[src/rtl/ifft4_sym_ctrl_if.sv]
// Bundle of the stream, core and status signals around the 4-point IFFT sequencer.
// master = the sequencer itself, slave = the surrounding mapper/core/FIFO side.
interface ifft4_sym_ctrl_if #(
  parameter int DW = 8
);
  logic [1:0]           cp_len;
  logic                 in_valid;
  logic                 in_ready;
  logic signed [DW-1:0] in_re, in_im;
  logic                 core_ce;
  logic signed [DW-1:0] core_re0, core_re1, core_re2, core_re3;
  logic signed [DW-1:0] core_im0, core_im1, core_im2, core_im3;
  logic signed [DW-1:0] core_xre0, core_xre1, core_xre2, core_xre3;
  logic signed [DW-1:0] core_xim0, core_xim1, core_xim2, core_xim3;
  logic                 out_valid;
  logic                 out_ready;
  logic signed [DW-1:0] out_re, out_im;
  logic                 sym_done;
  logic [15:0]          sym_cnt;

  modport master (
    input  cp_len, in_valid, in_re, in_im,
           core_xre0, core_xre1, core_xre2, core_xre3,
           core_xim0, core_xim1, core_xim2, core_xim3,
           out_ready,
    output in_ready, core_ce,
           core_re0, core_re1, core_re2, core_re3,
           core_im0, core_im1, core_im2, core_im3,
           out_valid, out_re, out_im, sym_done, sym_cnt
  );

  modport slave (
    output cp_len, in_valid, in_re, in_im,
           core_xre0, core_xre1, core_xre2, core_xre3,
           core_xim0, core_xim1, core_xim2, core_xim3,
           out_ready,
    input  in_ready, core_ce,
           core_re0, core_re1, core_re2, core_re3,
           core_im0, core_im1, core_im2, core_im3,
           out_valid, out_re, out_im, sym_done, sym_cnt
  );
endinterface

[src/rtl/ifft4_sym_ctrl.sv]
// Symbol sequencer for the 4-point IFFT core: serial-to-parallel fill, core latency
// timing, output capture and serial drain with a cyclic prefix of 0..3 samples.
module ifft4_sym_ctrl #(
  parameter int DW       = 8,
  parameter int CORE_LAT = 2
) (
  input  logic            clk,
  input  logic            rst,
  ifft4_sym_ctrl_if.master bus
);
  localparam int WW = $clog2(CORE_LAT) + 1;
  localparam logic [WW-1:0] WLOAD = WW'(CORE_LAT - 1);

  localparam logic [1:0] S_FILL   = 2'd0;
  localparam logic [1:0] S_LAUNCH = 2'd1;
  localparam logic [1:0] S_WAIT   = 2'd2;
  localparam logic [1:0] S_DRAIN  = 2'd3;

  logic [1:0]           state_q, state_d;
  logic [1:0]           idx_q, idx_d;
  logic [WW-1:0]        wcnt_q, wcnt_d;
  logic [1:0]           cp_q, cp_d;
  logic [2:0]           rptr_q, rptr_d;
  logic                 out_valid_q, out_valid_d;
  logic signed [DW-1:0] out_re_q, out_re_d, out_im_q, out_im_d;
  logic [15:0]          sym_cnt_q, sym_cnt_d;
  logic signed [DW-1:0] core_re_q [4];
  logic signed [DW-1:0] core_re_d [4];
  logic signed [DW-1:0] core_im_q [4];
  logic signed [DW-1:0] core_im_d [4];
  logic signed [DW-1:0] buf_re_q [4];
  logic signed [DW-1:0] buf_re_d [4];
  logic signed [DW-1:0] buf_im_q [4];
  logic signed [DW-1:0] buf_im_d [4];
  logic signed [DW-1:0] xre [4];
  logic signed [DW-1:0] xim [4];

  logic       in_ready_c, in_fire, out_fire, last_c;
  logic [1:0] first_idx, next_idx;

  assign xre[0] = bus.core_xre0;
  assign xre[1] = bus.core_xre1;
  assign xre[2] = bus.core_xre2;
  assign xre[3] = bus.core_xre3;
  assign xim[0] = bus.core_xim0;
  assign xim[1] = bus.core_xim1;
  assign xim[2] = bus.core_xim2;
  assign xim[3] = bus.core_xim3;

  assign in_ready_c = (state_q == S_FILL) && !rst;
  assign in_fire    = in_ready_c && bus.in_valid;
  assign out_fire   = out_valid_q && bus.out_ready;
  assign last_c     = rptr_q == ({1'b0, cp_q} + 3'd3);
  // Emission position p maps to buffer index (p - cp) mod 4: the prefix wraps onto the tail.
  assign first_idx  = 2'd0 - cp_q;
  assign next_idx   = rptr_q[1:0] + 2'd1 - cp_q;

  always_comb begin
    state_d     = state_q;
    idx_d       = idx_q;
    wcnt_d      = wcnt_q;
    cp_d        = cp_q;
    rptr_d      = rptr_q;
    out_valid_d = out_valid_q;
    out_re_d    = out_re_q;
    out_im_d    = out_im_q;
    sym_cnt_d   = sym_cnt_q;
    core_re_d   = core_re_q;
    core_im_d   = core_im_q;
    buf_re_d    = buf_re_q;
    buf_im_d    = buf_im_q;
    case (state_q)
      S_FILL: begin
        if (in_fire) begin
          core_re_d[idx_q] = bus.in_re;
          core_im_d[idx_q] = bus.in_im;
          idx_d            = idx_q + 2'd1;
          if (idx_q == 2'd3) state_d = S_LAUNCH;
        end
      end
      S_LAUNCH: begin
        cp_d    = bus.cp_len;
        wcnt_d  = WLOAD;
        state_d = S_WAIT;
      end
      S_WAIT: begin
        if (wcnt_q == '0) begin
          buf_re_d    = xre;
          buf_im_d    = xim;
          out_re_d    = xre[first_idx];
          out_im_d    = xim[first_idx];
          out_valid_d = 1'b1;
          rptr_d      = '0;
          state_d     = S_DRAIN;
        end else begin
          wcnt_d = wcnt_q - WW'(1);
        end
      end
      default: begin
        if (out_fire) begin
          if (last_c) begin
            out_valid_d = 1'b0;
            sym_cnt_d   = sym_cnt_q + 16'd1;
            state_d     = S_FILL;
          end else begin
            rptr_d   = rptr_q + 3'd1;
            out_re_d = buf_re_q[next_idx];
            out_im_d = buf_im_q[next_idx];
          end
        end
      end
    endcase
  end

  always_ff @(posedge clk or posedge rst) begin
    if (rst) begin
      state_q     <= S_FILL;
      idx_q       <= '0;
      wcnt_q      <= '0;
      cp_q        <= '0;
      rptr_q      <= '0;
      out_valid_q <= 1'b0;
      out_re_q    <= '0;
      out_im_q    <= '0;
      sym_cnt_q   <= '0;
      for (int unsigned i = 0; i < 4; i++) begin
        core_re_q[i] <= '0;
        core_im_q[i] <= '0;
        buf_re_q[i]  <= '0;
        buf_im_q[i]  <= '0;
      end
    end else begin
      state_q     <= state_d;
      idx_q       <= idx_d;
      wcnt_q      <= wcnt_d;
      cp_q        <= cp_d;
      rptr_q      <= rptr_d;
      out_valid_q <= out_valid_d;
      out_re_q    <= out_re_d;
      out_im_q    <= out_im_d;
      sym_cnt_q   <= sym_cnt_d;
      core_re_q   <= core_re_d;
      core_im_q   <= core_im_d;
      buf_re_q    <= buf_re_d;
      buf_im_q    <= buf_im_d;
    end
  end

  assign bus.in_ready  = in_ready_c;
  assign bus.core_ce   = (state_q == S_LAUNCH) || (state_q == S_WAIT);
  assign bus.core_re0  = core_re_q[0];
  assign bus.core_re1  = core_re_q[1];
  assign bus.core_re2  = core_re_q[2];
  assign bus.core_re3  = core_re_q[3];
  assign bus.core_im0  = core_im_q[0];
  assign bus.core_im1  = core_im_q[1];
  assign bus.core_im2  = core_im_q[2];
  assign bus.core_im3  = core_im_q[3];
  assign bus.out_valid = out_valid_q;
  assign bus.out_re    = out_re_q;
  assign bus.out_im    = out_im_q;
  assign bus.sym_done  = out_fire && last_c && (state_q == S_DRAIN);
  assign bus.sym_cnt   = sym_cnt_q;
endmodule

[src/flat_wrapper.sv]
// flat-port wrapper written by rule: the top's interface ports become plain ports
module ifft4_sym_ctrl_flat 
#(
  parameter int DW       = 8,
  parameter int CORE_LAT = 2
)
  (clk, rst, bus_cp_len, bus_in_valid, bus_in_re, bus_in_im, bus_core_xre0, bus_core_xre1, bus_core_xre2, bus_core_xre3, bus_core_xim0, bus_core_xim1, bus_core_xim2, bus_core_xim3, bus_out_ready, bus_in_ready, bus_core_ce, bus_core_re0, bus_core_re1, bus_core_re2, bus_core_re3, bus_core_im0, bus_core_im1, bus_core_im2, bus_core_im3, bus_out_valid, bus_out_re, bus_out_im, bus_sym_done, bus_sym_cnt);
  ifft4_sym_ctrl_if #(.DW(DW)) bus_i ();
  input  logic clk;
  input  logic rst;
  input wire logic [$bits(bus_i.cp_len)-1:0] bus_cp_len;
  input wire logic [$bits(bus_i.in_valid)-1:0] bus_in_valid;
  input wire logic [$bits(bus_i.in_re)-1:0] bus_in_re;
  input wire logic [$bits(bus_i.in_im)-1:0] bus_in_im;
  input wire logic [$bits(bus_i.core_xre0)-1:0] bus_core_xre0;
  input wire logic [$bits(bus_i.core_xre1)-1:0] bus_core_xre1;
  input wire logic [$bits(bus_i.core_xre2)-1:0] bus_core_xre2;
  input wire logic [$bits(bus_i.core_xre3)-1:0] bus_core_xre3;
  input wire logic [$bits(bus_i.core_xim0)-1:0] bus_core_xim0;
  input wire logic [$bits(bus_i.core_xim1)-1:0] bus_core_xim1;
  input wire logic [$bits(bus_i.core_xim2)-1:0] bus_core_xim2;
  input wire logic [$bits(bus_i.core_xim3)-1:0] bus_core_xim3;
  input wire logic [$bits(bus_i.out_ready)-1:0] bus_out_ready;
  output wire logic [$bits(bus_i.in_ready)-1:0] bus_in_ready;
  output wire logic [$bits(bus_i.core_ce)-1:0] bus_core_ce;
  output wire logic [$bits(bus_i.core_re0)-1:0] bus_core_re0;
  output wire logic [$bits(bus_i.core_re1)-1:0] bus_core_re1;
  output wire logic [$bits(bus_i.core_re2)-1:0] bus_core_re2;
  output wire logic [$bits(bus_i.core_re3)-1:0] bus_core_re3;
  output wire logic [$bits(bus_i.core_im0)-1:0] bus_core_im0;
  output wire logic [$bits(bus_i.core_im1)-1:0] bus_core_im1;
  output wire logic [$bits(bus_i.core_im2)-1:0] bus_core_im2;
  output wire logic [$bits(bus_i.core_im3)-1:0] bus_core_im3;
  output wire logic [$bits(bus_i.out_valid)-1:0] bus_out_valid;
  output wire logic [$bits(bus_i.out_re)-1:0] bus_out_re;
  output wire logic [$bits(bus_i.out_im)-1:0] bus_out_im;
  output wire logic [$bits(bus_i.sym_done)-1:0] bus_sym_done;
  output wire logic [$bits(bus_i.sym_cnt)-1:0] bus_sym_cnt;
  assign bus_i.cp_len = bus_cp_len;
  assign bus_i.in_valid = bus_in_valid;
  assign bus_i.in_re = bus_in_re;
  assign bus_i.in_im = bus_in_im;
  assign bus_i.core_xre0 = bus_core_xre0;
  assign bus_i.core_xre1 = bus_core_xre1;
  assign bus_i.core_xre2 = bus_core_xre2;
  assign bus_i.core_xre3 = bus_core_xre3;
  assign bus_i.core_xim0 = bus_core_xim0;
  assign bus_i.core_xim1 = bus_core_xim1;
  assign bus_i.core_xim2 = bus_core_xim2;
  assign bus_i.core_xim3 = bus_core_xim3;
  assign bus_i.out_ready = bus_out_ready;
  assign bus_in_ready = bus_i.in_ready;
  assign bus_core_ce = bus_i.core_ce;
  assign bus_core_re0 = bus_i.core_re0;
  assign bus_core_re1 = bus_i.core_re1;
  assign bus_core_re2 = bus_i.core_re2;
  assign bus_core_re3 = bus_i.core_re3;
  assign bus_core_im0 = bus_i.core_im0;
  assign bus_core_im1 = bus_i.core_im1;
  assign bus_core_im2 = bus_i.core_im2;
  assign bus_core_im3 = bus_i.core_im3;
  assign bus_out_valid = bus_i.out_valid;
  assign bus_out_re = bus_i.out_re;
  assign bus_out_im = bus_i.out_im;
  assign bus_sym_done = bus_i.sym_done;
  assign bus_sym_cnt = bus_i.sym_cnt;
  ifft4_sym_ctrl #(.DW(DW), .CORE_LAT(CORE_LAT)) u_core (.clk(clk), .rst(rst), .bus(bus_i));
endmodule
[config.mk]
export PLATFORM = sky130hd
export DESIGN_NAME = ifft4_sym_ctrl_flat
export DESIGN_NICKNAME = d
export VERILOG_FILES = /design/src/rtl/ifft4_sym_ctrl_if.sv /design/src/rtl/ifft4_sym_ctrl.sv /design/src/flat_wrapper.sv
export SDC_FILE = /design/constraint.sdc
export NUM_CORES = 1
export LEC_CHECK = 0
export ABC_AREA = 1
export BUFFER_PORTS_ARGS = -buffer_cell sky130_fd_sc_hd__buf_2
export CAP_MARGIN = 20
export CORE_UTILIZATION = 52
export CTS_BUF_LIST = sky130_fd_sc_hd__clkbuf_4 sky130_fd_sc_hd__clkbuf_8 sky130_fd_sc_hd__clkbuf_16
export DETAILED_ROUTE_END_ITERATION = 7
export PLACE_DENSITY = 0.87
export SYNTH_ARGS = -nofsm -noshare
export SYNTH_HDL_FRONTEND = slang
export SYNTH_SLANG_ARGS = --single-unit
[constraint.sdc]
create_clock -name clk -period 9 [get_ports clk]
set_input_delay 0.45 -clock clk [delete_from_list [all_inputs] [get_ports clk]]
set_output_delay 0.45 -clock clk [all_outputs]
set_load 0.03 [all_outputs]
# ---- After elaboration in Yosys (flattened, before gate mapping)
# Index checks and enable logic that the tools add are counted.
dict set report classes {
  n_lt_le_gt_ge 4
  bitwise 5
  add_sub_neg 8
  n_eq_ne 10
  reduce_logical 24
  n_mux 40
}
# cell count
set op_table {}
lappend op_table {{$mux 8} 15}
lappend op_table {{$bmux 8 s2} 4}
lappend op_table {{$bwmux 32} 2}
lappend op_table {{$pmux 8 s2} 2}
lappend op_table {{$add 16x1->16 const B} 1}
lappend op_table {{$demux 8 s2} 1}
lappend op_table {{$mux 2} 6}
lappend op_table {{$ge 3x3->1 const B} 3}
lappend op_table {{$mux 3} 3}
lappend op_table {{$not 2->3} 3}
lappend op_table {{$reduce_and 4->1} 2}
lappend op_table {{$reduce_bool 4->1} 2}
lappend op_table {{$eq 2x2->1 const B} 3}
lappend op_table {{$logic_and 1x1->1} 6}
lappend op_table {{$ne 2x2->1 const B} 3}
lappend op_table {{$pmux 2 s3} 1}
lappend op_table {{$pmux 3 s2} 1}
lappend op_table {{$reduce_and 2->1} 3}
lappend op_table {{$reduce_bool 2->1} 3}
lappend op_table {{$reduce_and 5->1} 1}
lappend op_table {{$add 2x1->2 const B} 2}
lappend op_table {{$logic_not 2->1} 2}
lappend op_table {{$ne 2x1->1 const B} 2}
lappend op_table {{$pmux 2 s2} 1}
lappend op_table {{other kinds (16)} 19}
dict set report totals {
  in_bits 86
  regBits 172
  out_inout_bits 100
}

# ---- Longest topological paths before layout
# Gate-level depths: netlist of the first run.
dict set report logic_depth {
  depth_word 9
  depth_mapped 14
  ltp_nobuf 11
}

# ---- Least setup slack after synthesis of the first run
# OpenSTA, ideal clock, no wires.
dict set report synth_path {
  kind {reg-to-output}
  startpoint {register u_core.cp_q[0]}
  endpoint {output port bus_sym_done}
  path_stages_with_launch 11
  path_slack_ns 6.670
  arrival_time_ns 1.880
  path_buffers 3
  required_time_ns 8.550
  cell_sequence {dfrtp_1 -> buf_2 -> inv_2 -> buf_2 -> ha_1 -> buf_6 -> nand2_2 -> nand2_2 -> nor2_4 -> nand3_1 -> nor2_1}
}
dict set report synth_between {
  elab_chain_len 4
}
# item line_no
set synth_rtl {}
lappend synth_rtl {{start, declared} ifft4_sym_ctrl.sv:22} ;# logic [1:0] cp_q, cp_d;
lappend synth_rtl {{start signal, assigned} ifft4_sym_ctrl.sv:136} ;# cp_q <= cp_d;
lappend synth_rtl {{$add 2x2->3} ifft4_sym_ctrl.sv:53} ;# assign last_c = rptr_q == ({1'b0, cp_q} + 3'd3);
lappend synth_rtl {{$eq 3x3->1} ifft4_sym_ctrl.sv:53}
lappend synth_rtl {{$logic_and 1x1->1 (2 in a row)} ifft4_sym_ctrl.sv:162} ;# assign bus.sym_done = out_fire && last_c && (state_q == S_DRAIN);
lappend synth_rtl {{end, declared} flat_wrapper.sv:37} ;# output wire logic [$bits(bus_i.sym_done)-1:0] bus_sym_done;
# Every way passes these cells.

# ---- Worst setup path in the final report of the first run
# Same ends and word-level chain as after synthesis.

==> flow_summary_export.csv, run 1 <==
group,metric,value,unit
global_route,grt_overflow,0,
sta,setup_viol,0,
synthesis,synth_edf_count,0,
synthesis,synth_common_cells,"nand2_1 (429), dfrtp_1 (172), o21ai_0 (125), inv_1 (119), nand3_1 (77)",
route,routed.top_layer,"met5",
synthesis,synth_warnings,0,
sta,fmax,0.279,GHz
worst_setup_path,crit_path_end_kind,"output pin",
global_route,grt_pass1_wl,35000,um
layout,areaGrowthSynthToFinish,18.9,%
sta,worst_slew_pin_slew,0.972,ns
worst_setup_path,critPathMaxStageDelay,0.52,ns
route,viasPerCell,5.17,
synthesis,synth_top_area_frac,0.504,
route,drtIter0Drc,743,
synthesis,async_flop_share,1.00,
worst_setup_path,arrival,3.14,ns
pwr,vdd_ir_drop_max,245,uV
worst_setup_path,worst-path-buf-inv,4,
synthesis,synth_area_per_cell,7.65,um^2
sta,fin_setup_tns,0,ns
die,dieArea,17000,um^2
sta,finalClockSkew,0.0101,ns
synthesis,syn_inst,1117,
synthesis,ys_top_cells_by_area,"dfrtp_1 (50%), nand2_1 (19%), o21ai_0 (7.3%)",
die,die_h,130,um
hold_path,hold_class,"input pin to asynchronous set/reset pin",
clock_network,clk_pin_slew_worst_paths,0.08,ns
synthesis,ys_ff_latch,172,
synthesis,synth-seq-area-share,0.504,
sta,slew_headroom,0.351,
place,gp_congestion,0.826,
synthesis,synth.most_common_cell,"nand2_1",
global_route,grt_pass1_vias,7307,
route,route.met3.wl,1660,um
clock_network,post_cts_buffers,0,
pwr,power.switching,2.05,mW
route,vias,7765,
synthesis,netlist_area,8550,um^2
pwr,p_seq_frac,0.318,
clock_network,hold_buffers,0,
die,start_util,0.536,
worst_setup_path,worstPathCellList,"buf_16, inv_2, ha_1, clkinv_2, nand2_2, nor2_4, nand3_1, nor2_1, buf_2",
worst_setup_path,worst_ep_required_time,8.55,ns
route,wl_met1,9320,um
route,wl_met2,10000,um
layout,multi_input_area,3480,um^2
synthesis,yosysTopAreaCell,"dfrtp_1",
synthesis,synthFlopType,"dfrtp_1",
die,coreArea,15900,um^2
pwr,p_comb_frac,0.505,
clock_network,cts_buffer_depth,2,
sta,hold_viol,0,
layout,register_area,4300,um^2
clock_network,cts_resized,0,
run_status,outcome,"completed",
layout,fin_nets,1371,
sta,hold_ws,0.227,ns
global_route,grt_start_max_net_pins,130,
pwr,powerDensity,417,nW/um^2
sta,rsz0062_at_grt,"no",
flow_run,maxCapViolations,0,
clock_network,cts_buffers,17,
worst_setup_path,start_kind,"flip-flop",
pwr,p_clk_frac,0.177,
route,detail_route.wl_per_cell,14.4,um
clock_network,clk-insertion-delay-late,0.43,ns
clock_network,numClockSinks,172,
synthesis,syn_nets,1217,
sta,layout_min_cycle_time,3.59,ns
global_route,globalRouteTotalUtil,0.264,
route,drtPass1Iterations,6,
die,die_x,130,um
worst_setup_path,critPathTopFamily,"buffers and inverters",
global_route,antenna_found_initial,3,
sta,min_period_over_period,0.398,
sta,timing.final.max_slew_violations,0,
clock_network,htree_levels,4,
pwr,switching_share,0.485,
die,fp-row-count,46,
pwr,p_int,2.18,mW
worst_setup_path,crit_slowest_cell,"dfrtp_1",
worst_setup_path,worstSetupPathType,"flip-flop to output pin",
worst_setup_path,cp_max_fo,35,
place,dp_hpwl,14300,um
synthesis,synth_cell_types,31,
place,port_buffers,185,
route,drc,0,
clock_network,cts_tree,"done",
die,boundaryPins,186,
pwr,leakage,5.71,nW
layout,fillers,1369,
clock_network,root_buffer,"clkbuf_16",
route,wirelength,21600,um
layout,drive_gt1_frac,0.203,
route,drtAntennaViolNets,0,
[path summary, 6_finish.rpt]
kind / slack [ns] / to / start / depth (start not counted)
min: 0.23 / u_core.bus.core_im0[0]$_DFFE_PP0P_ / rst / 2
max in group asynchronous: 7.27 / u_core.buf_im_q[30]$_DFFE_PP0P_ / rst / 3
max reg2reg: 5.79 / u_core.bus.out_im[4]$_DFFE_PP0P_ / u_core.cp_q[0]$_DFFE_PP0P_ / 10
min in group clk: 0.23 / u_core.cp_q[0]$_DFFE_PP0P_ / bus_cp_len[0] / 3
min reg2reg: 0.48 / u_core.bus.out_re[0]$_DFFE_PP0P_ / u_core.bus.out_re[0]$_DFFE_PP0P_ / 2
max: 5.41 / bus_sym_done / u_core.cp_q[0]$_DFFE_PP0P_ / 9
[metrics by stage]
step	std cells	utilization	total power [mW]	cell area, um^2	setup slack (ns)
2_1_floorplan	1117	-	2.93	8550	3.89
3_3_place_gp	1465	0.594	3.34	9480	5.39
3_5_place_dp	1466	0.596	3.43	9500	5.34
4_1_cts	1498	0.633	4.20	10100	4.90
5_1_grt	1501	0.637	4.54	10200	5.25
6_report	1502	0.637	4.23	10200	5.41
[logic make-up after synthesis]
logic type,share of synthesized area
flops,0.504
compound gates,0.0883
fa+ha+maj,0.0205
simple gates,0.291
xor+xnor,0.00717
buf+inv,0.0899
[metal layers]
layer,GRT usage,vias up
met5,0,-
met4,0.110,2
met3,0.0615,65
met2,0.417,333
met1,0.349,3594
li1,-,3771
[worst reg2reg max path, cell delays in order (launching register included)]
cell     delay [ns]
dfrtp_1        0.52
buf_16         0.24
inv_2          0.47
ha_1           0.74
inv_1          0.52
nand3_1        0.22
nand2_1        0.09
nor2_1         0.12
nor2_1         0.06
nand2_1        0.08
nand2_1        0.05
[cells in the final DEF, fill, tap and decap left out, types with 3 or more instances in the layout]
master	n
buf_2	185
xor2_1	6
inv_2	4
nand4_1	3
clkbuf_16	17
a21oi_1	3
o21ai_1	21
nand2_1	428
nand3_1	77
nand2_2	17
nor2_2	3
inv_1	118
buf_16	3
nand2_4	4
nor3_1	3
ha_1	14
o21ai_0	125
inv_6	10
nor2_1	51
dfrtp_1	172
[registers in the layout (all words and copies together) (netlist names)]
name and count:
u_core.cp_q 2, u_core.bus.out_re 8, u_core.bus.core_re0 8, u_core.bus.out_valid 1
u_core.rptr_q 3, u_core.state_q 2, u_core.bus.core_im3 8, u_core.bus.sym_cnt 16
u_core.wcnt_q 2, u_core.bus.core_im0 8, u_core.bus.core_re1 8, u_core.idx_q 2
u_core.bus.out_im 8, u_core.bus.core_re2 8, u_core.bus.core_re3 8, u_core.buf_re_q 32
u_core.bus.core_im2 8, u_core.bus.core_im1 8, u_core.buf_im_q 32
[power groups by stage]
stage	Clock, mW	Sequential, mW	Combinational, mW
after floorplan	0	1.66	1.27
after global routing	0.787	1.38	2.37
after global placement	0	1.35	1.98
final	0.748	1.35	2.14
after detailed placement	0	1.35	2.07
after CTS	0.755	1.35	2.09
[cell type report]
cell class,count,area share
sequential,172,0.424
multi-input combinational,765,0.343
timing repair buffer,190,0.101
inverter,125,0.0469
clock buffer,18,0.0426
tap,216,0.0266
clock inverter,14,0.0161
antenna,2,0.000493
Note: power is estimated with default switching activity, not from simulation.
==> run 2, diff against run 1 <==
==> constraint.sdc (replaced) <==
create_clock -name clk -period 3.6 [get_ports clk]
set_input_delay 0.18 -clock clk [delete_from_list [all_inputs] [get_ports clk]]
set_output_delay 0.18 -clock clk [all_outputs]
set_load 0.03 [all_outputs]
==> run 2 against run 1 <==
  * Register-to-register slack lost 4.7 ns
  * Routed wire length shrank 0.25%
  * Combinational power grew 150%
  * Worst hold slack lost 0.21 ns
  * Die area is the same
  * Final cell count grew 0.27%
  * Utilization grew 0.35 points
  * Count of clock-buffer cells in the layout shrank 1
  * Clock power grew 150%
  * Power grew 150%
==> flow_summary_export.csv, run 2 (same netlist as run 1, synthesis figures left out) <==
group,metric,value,unit
layout,n_antenna_cell,0,
sta,hold_viol,0,
layout,drive_gt1_frac,0.205,
global_route,grt_start_max_net_pins,130,
worst_setup_path,start_kind,"flip-flop",
clock_network,root_buffer,"clkbuf_16",
layout,areaGrowthSynthToFinish,19.5,%
die,start_util,0.536,
sta,setup_slack,0.964,ns
route,drc,0,
flow_run,maxCapViolations,0,
worst_setup_path,arrival,2.46,ns
route,wirelength,21600,um
place,place_ws,1.16,ns
global_route,grt_overflow,0,
sta,fmax,0.379,GHz
worst_setup_path,worstPathCellList,"inv_1, ha_1, nor2_2, nor2_4, nand3_1, nor2_1, buf_2",
layout,layout_common_cells,"nand2_1 (428), buf_2 (185), dfrtp_1 (172)",
die,die_x,130,um
worst_setup_path,worstSetupPathType,"flip-flop to output pin",
pwr,power.total,10.5,mW
pwr,vdd_ir_drop_max,575,uV
die,fp-row-count,46,
clock_network,numClockSinks,172,
clock_network,clk_pin_slew_worst_paths,0.08,ns
layout,layout_commonest_cell,"nand2_1",
clock_network,htree_levels,4,
die,boundaryPins,186,
hold_path,hold_class,"input pin to flip-flop",
die,dieArea,17000,um^2
route,drtIter0Drc,642,
clock_network,cts_tree,"done",
sta,setup_viol,0,
layout,postLayoutCoreUtil,0.641,
pwr,powerDensity,1030,nW/um^2
sta,layout_min_cycle_time,2.64,ns
run_status,outcome,"completed",
die,coreArea,15900,um^2
sta,worst_slew_pin_slew,0.929,ns
layout,fin_nets,1377,
sta,finalClockSkew,0.0112,ns
layout,fillers,1356,
place,port_buffers,185,
worst_setup_path,cp_max_fo,19,
place,dp_hpwl,14200,um
clock_network,clk-insertion-delay-late,0.44,ns
worst_setup_path,crit_path_end_kind,"output pin",
route,drtPass1Iterations,5,
sta,min_period_over_period,0.732,
die,die_h,130,um
sta,slew_headroom,0.379,
global_route,antenna_found_initial,0,
clock_network,cts_buffers,17,
global_route,grt_pass1_vias,7259,
place,gp_congestion,0.841,
worst_setup_path,critPathMaxStageDelay,0.79,ns
clock_network,cts_buffer_depth,2,
global_route,grt_pass1_wl,35100,um
sta,fin_setup_tns,0,ns
worst_setup_path,worst_ep_required_time,3.42,ns
global_route,globalRouteTotalUtil,0.267,
route,detail_route.wl_per_cell,14.3,um
pwr,leakage,5.73,nW
route,viasPerCell,5.10,
route,drtAntennaViolNets,0,
sta,rsz0062_at_grt,"no",
worst_setup_path,crit_slowest_cell,"ha_1",
sta,timing.final.max_slew_violations,0,
route,vias,7674,
==> run 2: cell types whose count changed in the layout (fill, tap and decap cells not counted), sizes merged <==
cell | before | now
clkinv | 4 | 11
inv | 134 | 127
bufinv | 1 | 0
buf | 190 | 194
clkbuf | 18 | 17
dlygate4sd3 | 0 | 2
diode | 2 | 0
clkinvlp | 0 | 2
==> run 2: metrics by stage <==
step	cell area [um^2]	hold WS [ns]	instances
after floorplan	8550	0.297	1117
after global placement	9520	0.395	1470
after detailed placement	9520	0.406	1470
after CTS	10200	0.0104	1503
after global routing	10200	0.0190	1506
final	10200	0.0204	1506
==> run 2: what timing repair did <==
item                      CTS  global route
resized for setup           0             0
hold buffers                1             1
hold endpoints to repair    1            47
buffers inserted            0             0
==> run 2: final timing paths <==
kind	from	endpoint	slack [ns]	cells after the start
max in group asynchronous	rst	u_core.buf_re_q[24]$_DFFE_PP0P_	2.44	5
setup reg to reg	u_core.cp_q[1]$_DFFE_PP0P_	u_core.bus.out_re[2]$_DFFE_PP0P_	1.10	9
setup / recovery	u_core.cp_q[1]$_DFFE_PP0P_	bus_sym_done	0.96	7
hold reg to reg	u_core.bus.core_im3[0]$_DFFE_PP0P_	u_core.bus.core_im3[0]$_DFFE_PP0P_	0.48	2
min in group asynchronous	rst	u_core.bus.core_im2[1]$_DFFE_PP0P_	0.23	3
hold / removal	bus_core_xre2[6]	u_core.buf_re_q[14]$_DFFE_PP0P_	0.02	3
==> run 2: area by class of cell <==
cell class,instances,area [um^2],area share
clock buffers,17,425,0.0416
repair buffers,196,1060,0.104
clock inverters,15,198,0.0194
well taps,216,270,0.0265
inverters,125,475,0.0465
multi-input cells,765,3480,0.341
flip-flops and latches,172,4300,0.421
==> run 2: critical path, delay by kind of cell, from the launching register on <==
family                   cells  cell delay (ns)
AND/OR/NAND/NOR              4             0.55
buffers and inverters        2             0.32
adder cells (fa/ha/maj)      1             0.79
flip-flops                   1             0.37
==> run 2: power breakdown <==
group	total, mW	internal [mW]	switching [mW]
clock network	1.86	0.948	0.912
registers	3.35	2.81	0.533
logic	5.33	1.59	3.73
==> run 2: routing by layer <==
layer	up-vias	share of wire	GRT usage
li1	3778	-	-
met1	3535	0.43	0.351
met2	306	0.47	0.435
met3	55	0.075	0.0521
met4	0	0.026	0.107
met5	-	0	0
